File: src/rtl/io_port_pkg.sv
// io_port_pkg: shared constants and types for the SAYEH memory-mapped I/O controller.
//   - default port address map (output base, input base, status register)
//   - bit positions of the port-count fields in the status word
//   - decode-result enum used by the top-level address decoder
package io_port_pkg;

  localparam logic [7:0] OUT_BASE_DEF  = 8'd2;
  localparam logic [7:0] IN_BASE_DEF   = 8'd16;
  localparam logic [7:0] STAT_ADDR_DEF = 8'd31;

  // Status word: [N_IN-1:0] full flags, [11:8] N_IN, [15:12] N_OUT
  localparam int STAT_NIN_LSB  = 8;
  localparam int STAT_NOUT_LSB = 12;

  typedef enum logic [1:0] {
    DEC_OUT,
    DEC_IN,
    DEC_STAT,
    DEC_NONE
  } dec_e;

endpackage

File: src/rtl/io_in_buffer.sv
// io_in_buffer: single-entry input holding register with valid/ready capture.
//   clk, Reset       : clock, async active-high reset (buffer emptied)
//   in_data/in_valid : producer side; captured when valid and empty
//   in_ready         : high while the buffer is empty
//   clr              : CPU consumed the word; empties the buffer
//   data/full        : held word and occupancy flag
module io_in_buffer #(
  parameter int PORT_W = 8
) (
  input  logic              clk,
  input  logic              Reset,
  input  logic [PORT_W-1:0] in_data,
  input  logic              in_valid,
  output logic              in_ready,
  input  logic              clr,
  output logic [PORT_W-1:0] data,
  output logic              full
);

  always_ff @(posedge clk or posedge Reset) begin
    if (Reset) begin
      data <= '0;
      full <= 1'b0;
    end else if (in_valid && !full) begin
      data <= in_data;
      full <= 1'b1;
    end else if (clr) begin
      // clr is only raised for a full buffer, so it never races a capture
      full <= 1'b0;
    end
  end

  assign in_ready = ~full;

endmodule

File: src/rtl/io_port_ctrl.sv
// io_port_ctrl: memory-mapped I/O controller for the SAYEH CPU.
//   clk, Reset          : clock, async active-high reset
//   WriteIO, ReadIO     : CPU I/O strobes (both together = illegal)
//   PortAddr, WrData    : port address and write data
//   RdData              : registered, zero-extended read data
//   out_data/out_strobe : N_OUT latched output ports + one-cycle write pulses
//   in_data/in_valid/in_ready : N_IN buffered input ports
//   io_err              : one-cycle pulse on an illegal access
module io_port_ctrl
  import io_port_pkg::*;
#(
  parameter int         DATA_W    = 16,
  parameter int         PORT_W    = 8,
  parameter int         N_OUT     = 4,
  parameter int         N_IN      = 4,
  parameter logic [7:0] OUT_BASE  = OUT_BASE_DEF,
  parameter logic [7:0] IN_BASE   = IN_BASE_DEF,
  parameter logic [7:0] STAT_ADDR = STAT_ADDR_DEF
) (
  input  logic                    clk,
  input  logic                    Reset,
  input  logic                    WriteIO,
  input  logic                    ReadIO,
  input  logic [7:0]              PortAddr,
  input  logic [DATA_W-1:0]       WrData,
  output logic [DATA_W-1:0]       RdData,
  output logic [N_OUT*PORT_W-1:0] out_data,
  output logic [N_OUT-1:0]        out_strobe,
  input  logic [N_IN*PORT_W-1:0]  in_data,
  input  logic [N_IN-1:0]         in_valid,
  output logic [N_IN-1:0]         in_ready,
  output logic                    io_err
);

  localparam int OUT_LO = int'(OUT_BASE);
  localparam int OUT_HI = int'(OUT_BASE) + N_OUT - 1;
  localparam int IN_LO  = int'(IN_BASE);
  localparam int IN_HI  = int'(IN_BASE) + N_IN - 1;
  localparam int STAT   = int'(STAT_ADDR);
  localparam logic [3:0] NOUT4 = 4'(N_OUT);
  localparam logic [3:0] NIN4  = 4'(N_IN);

  if (PORT_W > DATA_W || DATA_W < 16) begin : g_chk_width
    $error("io_port_ctrl: need PORT_W <= DATA_W and DATA_W >= 16");
  end
  if (N_IN < 1 || N_IN > 8 || N_OUT < 1 || N_OUT > 8) begin : g_chk_count
    $error("io_port_ctrl: N_IN and N_OUT must be 1..8");
  end
  if (OUT_HI > 255 || IN_HI > 255) begin : g_chk_range
    $error("io_port_ctrl: port range exceeds 8-bit address space");
  end
  if (!(OUT_HI < IN_LO || IN_HI < OUT_LO)) begin : g_chk_overlap
    $error("io_port_ctrl: input and output ranges overlap");
  end
  if ((STAT >= OUT_LO && STAT <= OUT_HI) || (STAT >= IN_LO && STAT <= IN_HI)) begin : g_chk_stat
    $error("io_port_ctrl: STAT_ADDR overlaps a port range");
  end

  logic [N_OUT-1:0][PORT_W-1:0] out_q;
  logic [N_IN-1:0][PORT_W-1:0]  buf_data;
  logic [N_IN-1:0]              full, clr;
  logic [N_OUT-1:0]             out_hit;
  logic [N_IN-1:0]              in_hit;
  logic                         wr_ok, rd_ok, err_next;
  logic [DATA_W-1:0]            rd_next;
  dec_e                         dec;

  assign wr_ok = WriteIO & ~ReadIO;
  assign rd_ok = ReadIO & ~WriteIO;

  always_comb begin
    out_hit = '0;
    in_hit  = '0;
    for (int k = 0; k < N_OUT; k++) out_hit[k] = (int'(PortAddr) == OUT_LO + k);
    for (int k = 0; k < N_IN; k++)  in_hit[k]  = (int'(PortAddr) == IN_LO + k);
    if (|out_hit)                    dec = DEC_OUT;
    else if (|in_hit)                dec = DEC_IN;
    else if (PortAddr == STAT_ADDR)  dec = DEC_STAT;
    else                             dec = DEC_NONE;
  end

  // Consume only a word that is actually held; an empty-port read is a no-op.
  assign clr = {N_IN{rd_ok}} & in_hit & full;

  always_comb begin
    rd_next = '0;
    if (rd_ok) begin
      case (dec)
        DEC_OUT:
          for (int k = 0; k < N_OUT; k++)
            if (out_hit[k]) rd_next[PORT_W-1:0] = out_q[k];
        DEC_IN:
          for (int k = 0; k < N_IN; k++)
            if (in_hit[k] && full[k]) rd_next[PORT_W-1:0] = buf_data[k];
        DEC_STAT: begin
          rd_next[N_IN-1:0]            = full;
          rd_next[STAT_NOUT_LSB +: 4]  = NOUT4;
          rd_next[STAT_NIN_LSB +: 4]   = NIN4;
        end
        default: rd_next = '0;
      endcase
    end
  end

  assign err_next = (WriteIO & ReadIO) | (wr_ok & (dec != DEC_OUT)) |
                    (rd_ok & (dec == DEC_NONE));

  always_ff @(posedge clk or posedge Reset) begin
    if (Reset) begin
      out_q      <= '0;
      out_strobe <= '0;
      RdData     <= '0;
      io_err     <= 1'b0;
    end else begin
      out_strobe <= '0;
      for (int k = 0; k < N_OUT; k++) begin
        if (wr_ok && out_hit[k]) begin
          out_q[k]      <= WrData[PORT_W-1:0];
          out_strobe[k] <= 1'b1;
        end
      end
      RdData <= rd_next;
      io_err <= err_next;
    end
  end

  assign out_data = out_q;

  if (PORT_W < DATA_W) begin : g_unused_wr
    logic unused_wr_hi;
    assign unused_wr_hi = ^WrData[DATA_W-1:PORT_W];
  end

  for (genvar k = 0; k < N_IN; k++) begin : g_in
    io_in_buffer #(.PORT_W(PORT_W)) u_buf (
      .clk      (clk),
      .Reset    (Reset),
      .in_data  (in_data[k*PORT_W +: PORT_W]),
      .in_valid (in_valid[k]),
      .in_ready (in_ready[k]),
      .clr      (clr[k]),
      .data     (buf_data[k]),
      .full     (full[k])
    );
  end

endmodule
File: config.mk
export PLATFORM = sky130hd
export DESIGN_NAME = io_port_ctrl
export DESIGN_NICKNAME = d
export VERILOG_FILES = /design/src/rtl/io_port_pkg.sv /design/src/rtl/io_in_buffer.sv /design/src/rtl/io_port_ctrl.sv
export SDC_FILE = /design/constraint.sdc
export NUM_CORES = 1
export LEC_CHECK = 0
export BUFFER_PORTS_ARGS = -buffer_cell sky130_fd_sc_hd__buf_4
export CAP_MARGIN = 20
export CORE_AREA = 2 2 102 104
export CTS_CLUSTER_SIZE = 30
export DETAILED_ROUTE_END_ITERATION = 8
export DIE_AREA = 0 0 104 106
export GPL_TIMING_DRIVEN = 0
export PLACE_DENSITY = 0.67
export SETUP_SLACK_MARGIN = 0.1
export SYNTH_ARGS = -nofsm -noshare
export SYNTH_HDL_FRONTEND = slang
export SYNTH_SLANG_ARGS = --single-unit
export TNS_END_PERCENT = 50
File: constraint.sdc
create_clock -name clk -period 2.5 [get_ports clk]
set_input_delay 0.25 -clock clk [delete_from_list [all_inputs] [get_ports clk]]
set_output_delay 0.25 -clock clk [all_outputs]
set_load 0.005 [all_outputs]
==> flow_metrics.py, run 1 <==
metrics = {
    "clock_network": {
        "clkSlewWorstSetupHoldPaths_ns": 0.07,
        "ctsRootBufferMaster": "sky130_fd_sc_hd__clkbuf_8",
        "cts_resized": 0,
        "clockBufferDepth": 2,
        "cts_hold_buffers": 1,
        "h_tree_depth": 3,
        "cts.sinks": 82,
        "tritoncts": "done",
        "num_cts_buffers": 9,
        "post_cts_buffers": 0,
        "insertion_delay_ns": 0.36,
    },
    "logic_synthesis": {
        "mappedNetlistArea_um2": 3860,
        "synth_top_flop_cell": "sky130_fd_sc_hd__dfrtp_1",
        "ys_top_cells_by_count": "82 x sky130_fd_sc_hd__dfrtp_1, 54 x sky130_fd_sc_hd__mux2_2, 12 x sky130_fd_sc_hd__buf_4",
        "async_sr_flop_fraction_pct": 100,
        "synth_seq_cells": 82,
        "synthDominantCellAreaShare_pct": 53.2,
        "netlist.top_cell.by_area": "sky130_fd_sc_hd__dfrtp_1",
        "yosysUniqueCellTypes": 48,
        "post_synth_inst_count": 300,
        "post_synth_main_area_contributors": "sky130_fd_sc_hd__dfrtp_1 53%, sky130_fd_sc_hd__mux2_2 16%, sky130_fd_sc_hd__mux2_4 3.1%, sky130_fd_sc_hd__mux2i_1 2.6%, sky130_fd_sc_hd__buf_4 2.3%",
        "synth_seq_area_share_pct": 53.2,
        "synth-edff-count": 0,
        "synth_area_per_cell_um2": 12.9,
        "most_instantiated_library_cell_after_synthesis": "sky130_fd_sc_hd__dfrtp_1",
        "synth_warnings": 0,
    },
    "sta": {
        "clock.fmax_mhz": 525,
        "period_minus_slack_ns": 1.91,
        "final-setup-viol-count": 0,
        "timing.setup.tns_ns": 0,
        "worst_slew_margin_rel_pct": 51.3,
        "final.setup_skew_ns": 0.00905,
        "rsz0062_at_grt": "false",
        "tightestPinTransition_ns": 0.725,
        "finalHoldViolCount": 0,
        "period_share_pct": 76.3,
        "report.final.slew_viol_count": 0,
    },
    "worst_setup_path": {
        "crit_chain": "clkbuf_1, buf_2, buf_2, nand4_1, o21ai_0, o32ai_1",
        "critical-path-max-stage-delay_ns": 0.37,
        "worst_path_max_delay_cell": "sky130_fd_sc_hd__buf_2",
        "critical_path_required_ns": 2.72,
        "worst-endpoint-arrival_ns": 2.12,
        "timing.setup.critical_path_class": "input pin to flip-flop",
        "critical_path.endpoint_type": "flip-flop",
        "crit_fanout": 10,
        "cp_common_cell": "sky130_fd_sc_hd__buf_2",
        "rrSetupSlack_ns": 0.84,
        "critPathLaunchType": "input pin",
    },
    "placement": {
        "port-buffer-count": 105,
        "gp_congestion": 0.823,
        "hpwl_um": 7270,
        "dpl-instance-area_um2": 4870,
    },
    "min_path": {
        "worst_hold_path_type": "input pin to flip-flop",
    },
    "global_routing": {
        "grt_max_degree": 72,
        "overflow": 0,
        "grt_pass1_wl_um": 15800,
        "antenna_found_initial": 0,
        "groute.usage.overall_pct": 18.4,
        "first_global_vias": 3021,
    },
    "detailed_routing": {
        "post_drt_via_cell_ratio": 5.17,
        "routed_wire_length_um": 9800,
        "drt_drc_violations_left": 0,
        "detailedRoute.firstIterationViolations": 147,
        "post_drt_wl_per_cell_um": 17.4,
        "first_pass_iters": 5,
        "route.antenna.remaining_nets": 0,
        "number_of_vias_in_the_routed_layout": 2911,
    },
    "die": {
        "dieWidth_um": 104,
        "core_area_um2": 10000,
        "start_util_pct": 38.6,
        "floorplan.die.height_um": 106,
        "fp.dieArea_um2": 11000,
        "rows": 37,
        "io_pins": 121,
    },
    "pwr": {
        "power_density_nw_per_um2": 597,
        "cellLeakagePower_nw": 2.53,
        "ir_drop_mv": 0.240,
    },
    "run": {
        "max_cap_violations": 0,
    },
    "cells_and_area": {
        "layout_overhead_on_the_synthesized_area_pct": 32.4,
        "antenna-diode-count": 0,
        "final_nets": 487,
        "drive_gt1_share_pct": 49.6,
        "final_design_area_no_fill_um2": 5110,
    },
    "run_status": {
        "run_status": "complete, no violations",
    },
}
[registers in the layout, indices dropped and copies added (netlist names)]
register and flops:
g_in.u_buf.full 4, RdData 9, out_data 32, io_err 1, g_in.u_buf.data 32, out_strobe 4
[path summary, 6_finish.rpt]
check,cells past startpoint,end,startpoint
setup / recovery,6,RdData[3],PortAddr[0]
hold / removal,3,g_in[2].u_buf.data[7],in_data[23]
setup reg to reg,5,RdData[4],g_in[0].u_buf.full
hold reg to reg,1,g_in[0].u_buf.data[7],g_in[0].u_buf.data[7]
max in group asynchronous,4,g_in[3].u_buf.data[6],Reset
min in group asynchronous,3,g_in[0].u_buf.data[1],Reset
[through the flow]
step	utilization (%)	setup slack [ns]	cells	hold slack, ns	power, mW
finish	51.1	0.594	563	0.116	3.05
global route	51.1	0.468	563	0.102	3.18
CTS	51.1	0.591	563	0.110	3.07
detailed placement	48.7	0.214	547	0.179	1.95
global placement	48.4	-0.746	546	0.472	1.93
floorplan	-	0.142	305	0.367	1.76
[layout by cell type, fill, tap and decap left out, types with 3 or more instances in the layout]
cell / synthesis / routed
sky130_fd_sc_hd__buf_4: 12 / 117
sky130_fd_sc_hd__dfrtp_1: 82 / 82
sky130_fd_sc_hd__mux2_2: 54 / 54
sky130_fd_sc_hd__clkbuf_1: 10 / 11
sky130_fd_sc_hd__inv_1: 11 / 10
sky130_fd_sc_hd__mux2i_1: 10 / 10
sky130_fd_sc_hd__nor2b_1: 9 / 9
sky130_fd_sc_hd__clkbuf_8: 0 / 9
sky130_fd_sc_hd__mux2_4: 8 / 8
sky130_fd_sc_hd__a221oi_1: 8 / 8
sky130_fd_sc_hd__o22ai_1: 8 / 8
sky130_fd_sc_hd__nor2_1: 7 / 7
sky130_fd_sc_hd__nand2_1: 7 / 7
sky130_fd_sc_hd__conb_1: 1 / 6
sky130_fd_sc_hd__o21ai_0: 5 / 5
sky130_fd_sc_hd__a221o_1: 5 / 5
sky130_fd_sc_hd__nand4_1: 4 / 4
sky130_fd_sc_hd__o211ai_1: 4 / 4
sky130_fd_sc_hd__o221ai_1: 4 / 4
sky130_fd_sc_hd__a22oi_1: 4 / 4
sky130_fd_sc_hd__or3_1: 3 / 3
sky130_fd_sc_hd__nor3_1: 3 / 3
sky130_fd_sc_hd__buf_2: 3 / 3
sky130_fd_sc_hd__bufinv_16: 0 / 3
[report_power, final]
group | switching [mW] | internal (mW)
sequential | 0.0753 | 1.46
clock | 0.471 | 0.658
combinational | 0.165 | 0.227
[cell families (layout without fill, tap and decap cells)]
kind of cell	after synthesis	count (layout)	synth area share (%)
buffers and inverters	40	162	5.58
and+or+nand+nor	52	52	9.11
DFF	82	82	53.2
muxes	72	72	21.5
AOI/OAI and AO/OA	53	53	10.6
other	1	6	0.0972
[metal layers]
| layer | routed length, µm | vias to the layer above | track usage (%) |
|---|---|---|---|
| li1 | - | 1345 | - |
| met1 | 4460 | 1454 | 25.3 |
| met2 | 4590 | 98 | 28.7 |
| met3 | 549 | 14 | 3.31 |
| met4 | 201 | 0 | 8.20 |
| met5 | 0 | - | 0 |
[worst max-delay path, delay by kind of cell]
family,cells,cell delay (ns)
buffers and inverters,3,1.03
AOI/OAI and AO/OA,2,0.49
and+or+nand+nor,1,0.35
[layout make-up]
| type | instances | area [µm²] |
|---|---|---|
| well taps | 136 | 170 |
| multi-input cells | 183 | 1610 |
| fillers | 928 | 4890 |
| inverters | 11 | 43.8 |
| repair buffers | 107 | 826 |
| clock buffers | 10 | 128 |
| plain buffers | 29 | 174 |
| flip-flops and latches | 82 | 2050 |
| clock inverters | 5 | 104 |
(Power assumes the default switching activity.)
==> inputs of run 2 (changes only) <==
==> constraint.sdc (replaced) <==
create_clock -name clk -period 1.6 [get_ports clk]
set_input_delay 0.16 -clock clk [delete_from_list [all_inputs] [get_ports clk]]
set_output_delay 0.16 -clock clk [all_outputs]
set_load 0.005 [all_outputs]
==> run 2 against run 1 <==
The run now ends with hold timing left. Clock power rose by 12%. Non-clock buffer count up 8. Register-to-register slack lost 0.69 ns. Sequential share of layout area is 0.48 points lower. Final cell count up 1.4%. Setup slack lost 0.50 ns. Hold slack lost 0.13 ns. Combinational power up 60%. Power up 41%. Largest power group unchanged. Highest routed layer unchanged.
==> flow_metrics.py, run 2 (synthesis results as in run 1) <==
metrics = {
    "run_status": {
        "run_status": "finished with violations",
        "failing_checks": "hold timing",
    },
    "run": {
        "max_cap_violations": 0,
    },
    "global_routing": {
        "grt_pass1_wl_um": 16000,
        "grt_max_degree": 43,
        "first_global_vias": 3094,
        "antenna_found_initial": 0,
        "overflow": 0,
        "groute.usage.overall_pct": 18.6,
    },
    "placement": {
        "gp_congestion": 0.820,
        "numPlacedInstances": 547,
        "detailedPlace.worstSlack_ns": -0.580,
        "port-buffer-count": 105,
        "hpwl_um": 7400,
    },
    "sta": {
        "clock.fmax_mhz": 662,
        "setup_slack_ns": 0.0904,
        "report.final.slew_viol_count": 0,
        "period_minus_slack_ns": 1.51,
        "period_share_pct": 94.3,
        "finalHoldViolCount": 22,
        "final-setup-viol-count": 0,
        "worst_slew_margin_rel_pct": 39.1,
        "tightestPinTransition_ns": 0.912,
        "hold-worst-slack_ns": -0.0129,
        "final.setup_skew_ns": 0.00960,
        "rsz0062_at_grt": "true",
    },
    "detailed_routing": {
        "detailedRoute.firstIterationViolations": 104,
        "routed_wire_length_um": 10100,
        "post_drt_wl_per_cell_um": 17.6,
        "number_of_vias_in_the_routed_layout": 2940,
        "drt_drc_violations_left": 0,
        "route.antenna.remaining_nets": 0,
        "first_pass_iters": 4,
        "post_drt_via_cell_ratio": 5.15,
    },
    "worst_setup_path": {
        "critical_path_required_ns": 1.84,
        "critical_path.endpoint_type": "flip-flop",
        "critPathLaunchType": "input pin",
        "timing.setup.critical_path_class": "input pin to flip-flop",
        "crit_fanout": 9,
        "worst-endpoint-arrival_ns": 1.75,
    },
    "cells_and_area": {
        "antenna-diode-count": 0,
        "layout_overhead_on_the_synthesized_area_pct": 34.3,
        "final_nets": 495,
        "mostFrequentLayoutCell": "sky130_fd_sc_hd__buf_4",
        "final.fill_count": 935,
        "layout.core_utilization_pct": 51.8,
        "finalNonFillerCells": 571,
        "most-common-layout-cells": "124 x sky130_fd_sc_hd__buf_4, 78 x sky130_fd_sc_hd__dfrtp_1, 54 x sky130_fd_sc_hd__mux2_2",
        "drive_gt1_share_pct": 54.5,
    },
    "clock_network": {
        "num_cts_buffers": 9,
        "ctsRootBufferMaster": "sky130_fd_sc_hd__clkbuf_8",
        "insertion_delay_ns": 0.36,
        "cts.sinks": 82,
        "h_tree_depth": 3,
        "clockBufferDepth": 2,
        "clkSlewWorstSetupHoldPaths_ns": 0.08,
        "tritoncts": "done",
        "cts_hold_buffers": 0,
    },
    "pwr": {
        "power_density_nw_per_um2": 828,
        "cellLeakagePower_nw": 2.56,
        "total_switching_power_mw": 1.10,
        "p_sw_share_pct": 25.7,
        "p_clk_share_pct": 29.5,
        "finalPower_mw": 4.29,
        "ir_drop_mv": 0.448,
        "p_comb_share_pct": 14.7,
        "sequentialPowerShare_pct": 55.8,
        "p_int_mw": 3.19,
    },
    "die": {
        "start_util_pct": 38.6,
        "floorplan.die.height_um": 106,
        "rows": 37,
        "dieWidth_um": 104,
        "io_pins": 121,
        "core_area_um2": 10000,
        "fp.dieArea_um2": 11000,
    },
    "min_path": {
        "worst_hold_path_type": "input pin to asynchronous set/reset pin",
    },
}
[run 2: final timing paths]
check	depth (start not counted)	slack, ns	start	end
worst max register to register	5	0.15	g_in[3].u_buf.full	RdData[3]
worst max-delay path	6	0.09	PortAddr[1]	out_data[21]
worst min-delay path	2	-0.01	Reset	g_in[0].u_buf.data[2]
min in group clk	3	0.02	in_data[21]	g_in[2].u_buf.data[5]
worst min register to register	1	0.51	g_in[0].u_buf.data[7]	g_in[0].u_buf.data[7]
max in group asynchronous	3	0.93	Reset	out_data[27]
[run 2: area by class of cell]
cell class / instances / area [µm²] / share of cell area [%]
Multi-Input combinational cell: 183 / 1650 / 31.7
Buffer: 28 / 195 / 3.77
Clock inverter: 5 / 32.5 / 0.628
Sequential cell: 82 / 2060 / 39.7
Tap cell: 136 / 170 / 3.28
Timing Repair Buffer: 116 / 910 / 17.6
Inverter: 11 / 45.0 / 0.869
Clock buffer: 10 / 128 / 2.46
[run 2: power groups by stage]
| stage | Clock (mW) | Combinational [mW] | Sequential [mW] |
|---|---|---|---|
| after CTS | 1.31 | 0.625 | 2.39 |
| after global routing | 1.38 | 0.689 | 2.42 |
| after detailed placement | 0 | 0.613 | 2.43 |
| final | 1.27 | 0.629 | 2.39 |
| after floorplan | 0 | 0.363 | 2.39 |
| after global placement | 0 | 0.591 | 2.42 |
[run 2: repair_timing]
item | 4_1_cts | 5_1_grt
pin swaps | 4 | 3
resized for setup | 11 | 17
endpoints found under the setup margin | 48 | 47
gates cloned | 1 | 0
setup buffers | 7 | 2
[run 2: layer usage]
layer  wire [µm]  track usage (%)  share of wire (%)  vias up
met4         231             7.14                2.3        0
met5           0                0                  0        -
met3         586             5.27                5.8       17
met2        4700             29.1                 47      107
met1        4550             24.7                 45     1464
li1            -                -                  -     1352
[run 2: per-stage QoR]
step                      hold WS [ns]  instance area, µm²  setup TNS, ns
after global placement           0.381                4840         -20.57
after floorplan                  0.277                3880          -2.05
after detailed placement         0.386                4860         -19.83
after global routing            0.0215                5180              0
final                          -0.0129                5180              0
after CTS                       0.0142                5130              0
[run 2: worst max-delay path: stages]
cell and delay [ns]:
sky130_fd_sc_hd__buf_4 0.12, sky130_fd_sc_hd__or3b_2 0.45, sky130_fd_sc_hd__clkbuf_2 0.19, sky130_fd_sc_hd__or3_1 0.38
sky130_fd_sc_hd__buf_6 0.16, sky130_fd_sc_hd__mux2_2 0.27
==> inputs of run 3 (changes only) <==
--- a/config.mk
+++ b/config.mk
@@ -12,7 +12,7 @@
 export DETAILED_ROUTE_END_ITERATION = 8
 export DIE_AREA = 0 0 104 106
 export GPL_TIMING_DRIVEN = 0
-export PLACE_DENSITY = 0.67
+export PLACE_DENSITY_LB_ADDON = 0.2
 export SETUP_SLACK_MARGIN = 0.1
 export SYNTH_ARGS = -nofsm -noshare
 export SYNTH_HDL_FRONTEND = slang
==> run 3 against run 2 <==
The run now ends clean. Sequential power is essentially flat. Register-to-register slack lost 0.02 ns. Die area is the same. Final area grew 2.9%. Setup slack gained 0.0055 ns. Utilization grew 1.5 points. Via count shrank 0.58%. Clock skew shrank 0.0033 ns. Largest cell class unchanged.
==> flow_metrics.py, run 3 (synthesis results as in run 1) <==
metrics = {
    "die": {
        "core_area_um2": 10000,
        "floorplan.die.height_um": 106,
        "dieWidth_um": 104,
        "rows": 37,
        "fp.dieArea_um2": 11000,
        "io_pins": 121,
        "start_util_pct": 38.6,
    },
    "clock_network": {
        "cts.sinks": 82,
        "num_cts_buffers": 9,
        "clkSlewWorstSetupHoldPaths_ns": 0.08,
        "ctsRootBufferMaster": "sky130_fd_sc_hd__clkbuf_8",
        "insertion_delay_ns": 0.36,
        "clockBufferDepth": 2,
        "h_tree_depth": 3,
        "tritoncts": "done",
    },
    "global_routing": {
        "grt_max_degree": 43,
        "first_global_vias": 2881,
        "overflow": 0,
        "grt_pass1_wl_um": 15500,
        "antenna_found_initial": 0,
        "groute.usage.overall_pct": 18.5,
    },
    "placement": {
        "port-buffer-count": 105,
        "gp_congestion": 0.785,
        "detailedPlace.worstSlack_ns": -0.587,
        "numPlacedInstances": 547,
        "hpwl_um": 7240,
    },
    "detailed_routing": {
        "post_drt_via_cell_ratio": 5.01,
        "drt_drc_violations_left": 0,
        "route.antenna.remaining_nets": 0,
        "post_drt_wl_per_cell_um": 17.2,
        "routed_wire_length_um": 10000,
        "first_pass_iters": 5,
        "detailedRoute.firstIterationViolations": 154,
        "number_of_vias_in_the_routed_layout": 2923,
    },
    "worst_setup_path": {
        "timing.rr.start": "g_in[1].u_buf.full",
        "critPathLaunchType": "input pin",
        "critical_path.endpoint_type": "flip-flop",
        "r2r_end": "RdData[4]",
        "critical_path_required_ns": 1.85,
        "worst-endpoint-arrival_ns": 1.76,
        "crit_fanout": 9,
        "timing.setup.critical_path_class": "input pin to flip-flop",
        "critical-path-max-stage-delay_ns": 0.45,
        "crit_chain": "buf_4, or3b_2, clkbuf_2, or3_1, buf_6, mux2_2",
        "ff2ff_path_depth": 5,
        "rrSetupSlack_ns": 0.13,
        "worst_path_max_delay_cell": "sky130_fd_sc_hd__or3b_2",
    },
    "pwr": {
        "power_density_nw_per_um2": 895,
        "finalPower_mw": 4.77,
        "p_comb_share_pct": 13.3,
        "p_int_mw": 3.65,
        "cellLeakagePower_nw": 2.65,
        "sequentialPowerShare_pct": 50.1,
        "ir_drop_mv": 0.375,
        "total_switching_power_mw": 1.12,
        "p_sw_share_pct": 23.5,
        "p_clk_share_pct": 36.6,
    },
    "sta": {
        "rsz0062_at_grt": "true",
        "worst_slew_margin_rel_pct": 41.3,
        "tightestPinTransition_ns": 0.878,
        "finalHoldViolCount": 0,
        "final.setup_skew_ns": 0.00632,
        "timing.setup.tns_ns": 0,
        "final-setup-viol-count": 0,
        "clock.fmax_mhz": 665,
        "period_minus_slack_ns": 1.50,
        "setup_slack_ns": 0.0960,
        "report.final.slew_viol_count": 0,
        "period_share_pct": 94.0,
    },
    "cells_and_area": {
        "antenna-diode-count": 0,
        "layout_overhead_on_the_synthesized_area_pct": 38.2,
        "mostFrequentLayoutCell": "sky130_fd_sc_hd__buf_4",
        "most-common-layout-cells": "132 x sky130_fd_sc_hd__buf_4, 78 x sky130_fd_sc_hd__dfrtp_1, 54 x sky130_fd_sc_hd__mux2_2",
        "drive_gt1_share_pct": 54.8,
        "final_nets": 506,
        "finalNonFillerCells": 583,
        "final.fill_count": 893,
    },
    "run": {
        "max_cap_violations": 0,
    },
    "run_status": {
        "run_status": "complete, no violations",
    },
    "min_path": {
        "whs_path_depth": 2,
        "holdCritStartpoint": "in_data[5]",
        "worst_hold_path.endpoint": "g_in[0].u_buf.data[5]",
        "worst_hold_path_type": "input pin to flip-flop",
    },
}
-- run 3: cell count changes in the layout (fill, tap and decap cells not counted), sizes merged --
cell and delta:
buf +7, clkinvlp -2, dlygate4sd3 +2, clkbuf +4, clkinv -1, bufinv +2
-- run 3: metal layers --
metal	up-vias	wire, µm	track usage [%]	part of all wire, %
met1	1440	4750	25.3	47
met4	0	276	9.75	2.7
met2	88	4540	27.9	45
met5	-	0	0	0
li1	1379	-	-	-
met3	16	474	3.56	4.7
-- run 3: through the flow --
step	area, µm²	hold WS, ns	utilization (%)
5_1_grt	5340	0.0244	53.4
6_report	5340	0.0263	53.4
4_1_cts	5190	0.0120	51.9
2_1_floorplan	3880	0.277	-
3_5_place_dp	4860	0.379	48.6
3_3_place_gp	4840	0.375	48.4
-- run 3: power groups by stage --
| stage | Sequential (mW) | Combinational [mW] | Clock (mW) |
|---|---|---|---|
| after floorplan | 2.39 | 0.363 | 0 |
| after global placement | 2.42 | 0.593 | 0 |
| after detailed placement | 2.43 | 0.612 | 0 |
| after CTS | 2.39 | 0.622 | 1.78 |
| after global routing | 2.42 | 0.698 | 1.85 |
| final | 2.39 | 0.634 | 1.75 |
-- run 3: final cells by class --
cell class | count | area [µm²] | area share, %
Sequential cell | 82 | 2060 | 38.6
Multi-Input combinational cell | 183 | 1630 | 30.5
Timing Repair Buffer | 126 | 992 | 18.6
Buffer | 29 | 204 | 3.82
Tap cell | 136 | 170 | 3.19
Clock buffer | 12 | 165 | 3.10
Clock inverter | 4 | 72.6 | 1.36
Inverter | 11 | 45.0 | 0.844
-- run 3: worst max-delay path by stage --
stage	startpoint	to	cells past startpoint
global route	PortAddr[1]	out_data[18]	6
global placement	PortAddr[0]	RdData[3]	6
floorplan	PortAddr[1]	out_data[0]	6
finish	PortAddr[1]	out_data[17]	6
detailed placement	PortAddr[0]	RdData[3]	6
CTS	g_in[0].u_buf.full	RdData[4]	5
-- run 3: what timing repair did --
item / in CTS / in global routing
setup endpoints to repair: 52 / 55
hold buffers: 2 / 0
hold endpoints to repair: 41 / 0
gates cloned: 0 / 1
resized for setup: 5 / 24
setup buffers: 5 / 12
pin swaps: 4 / 4
-- run 3: critical path, delay by kind of cell --
kind          cells  cell delay [ns]
simple gates      2             0.83
buf+inv           3             0.47
mux               1             0.28
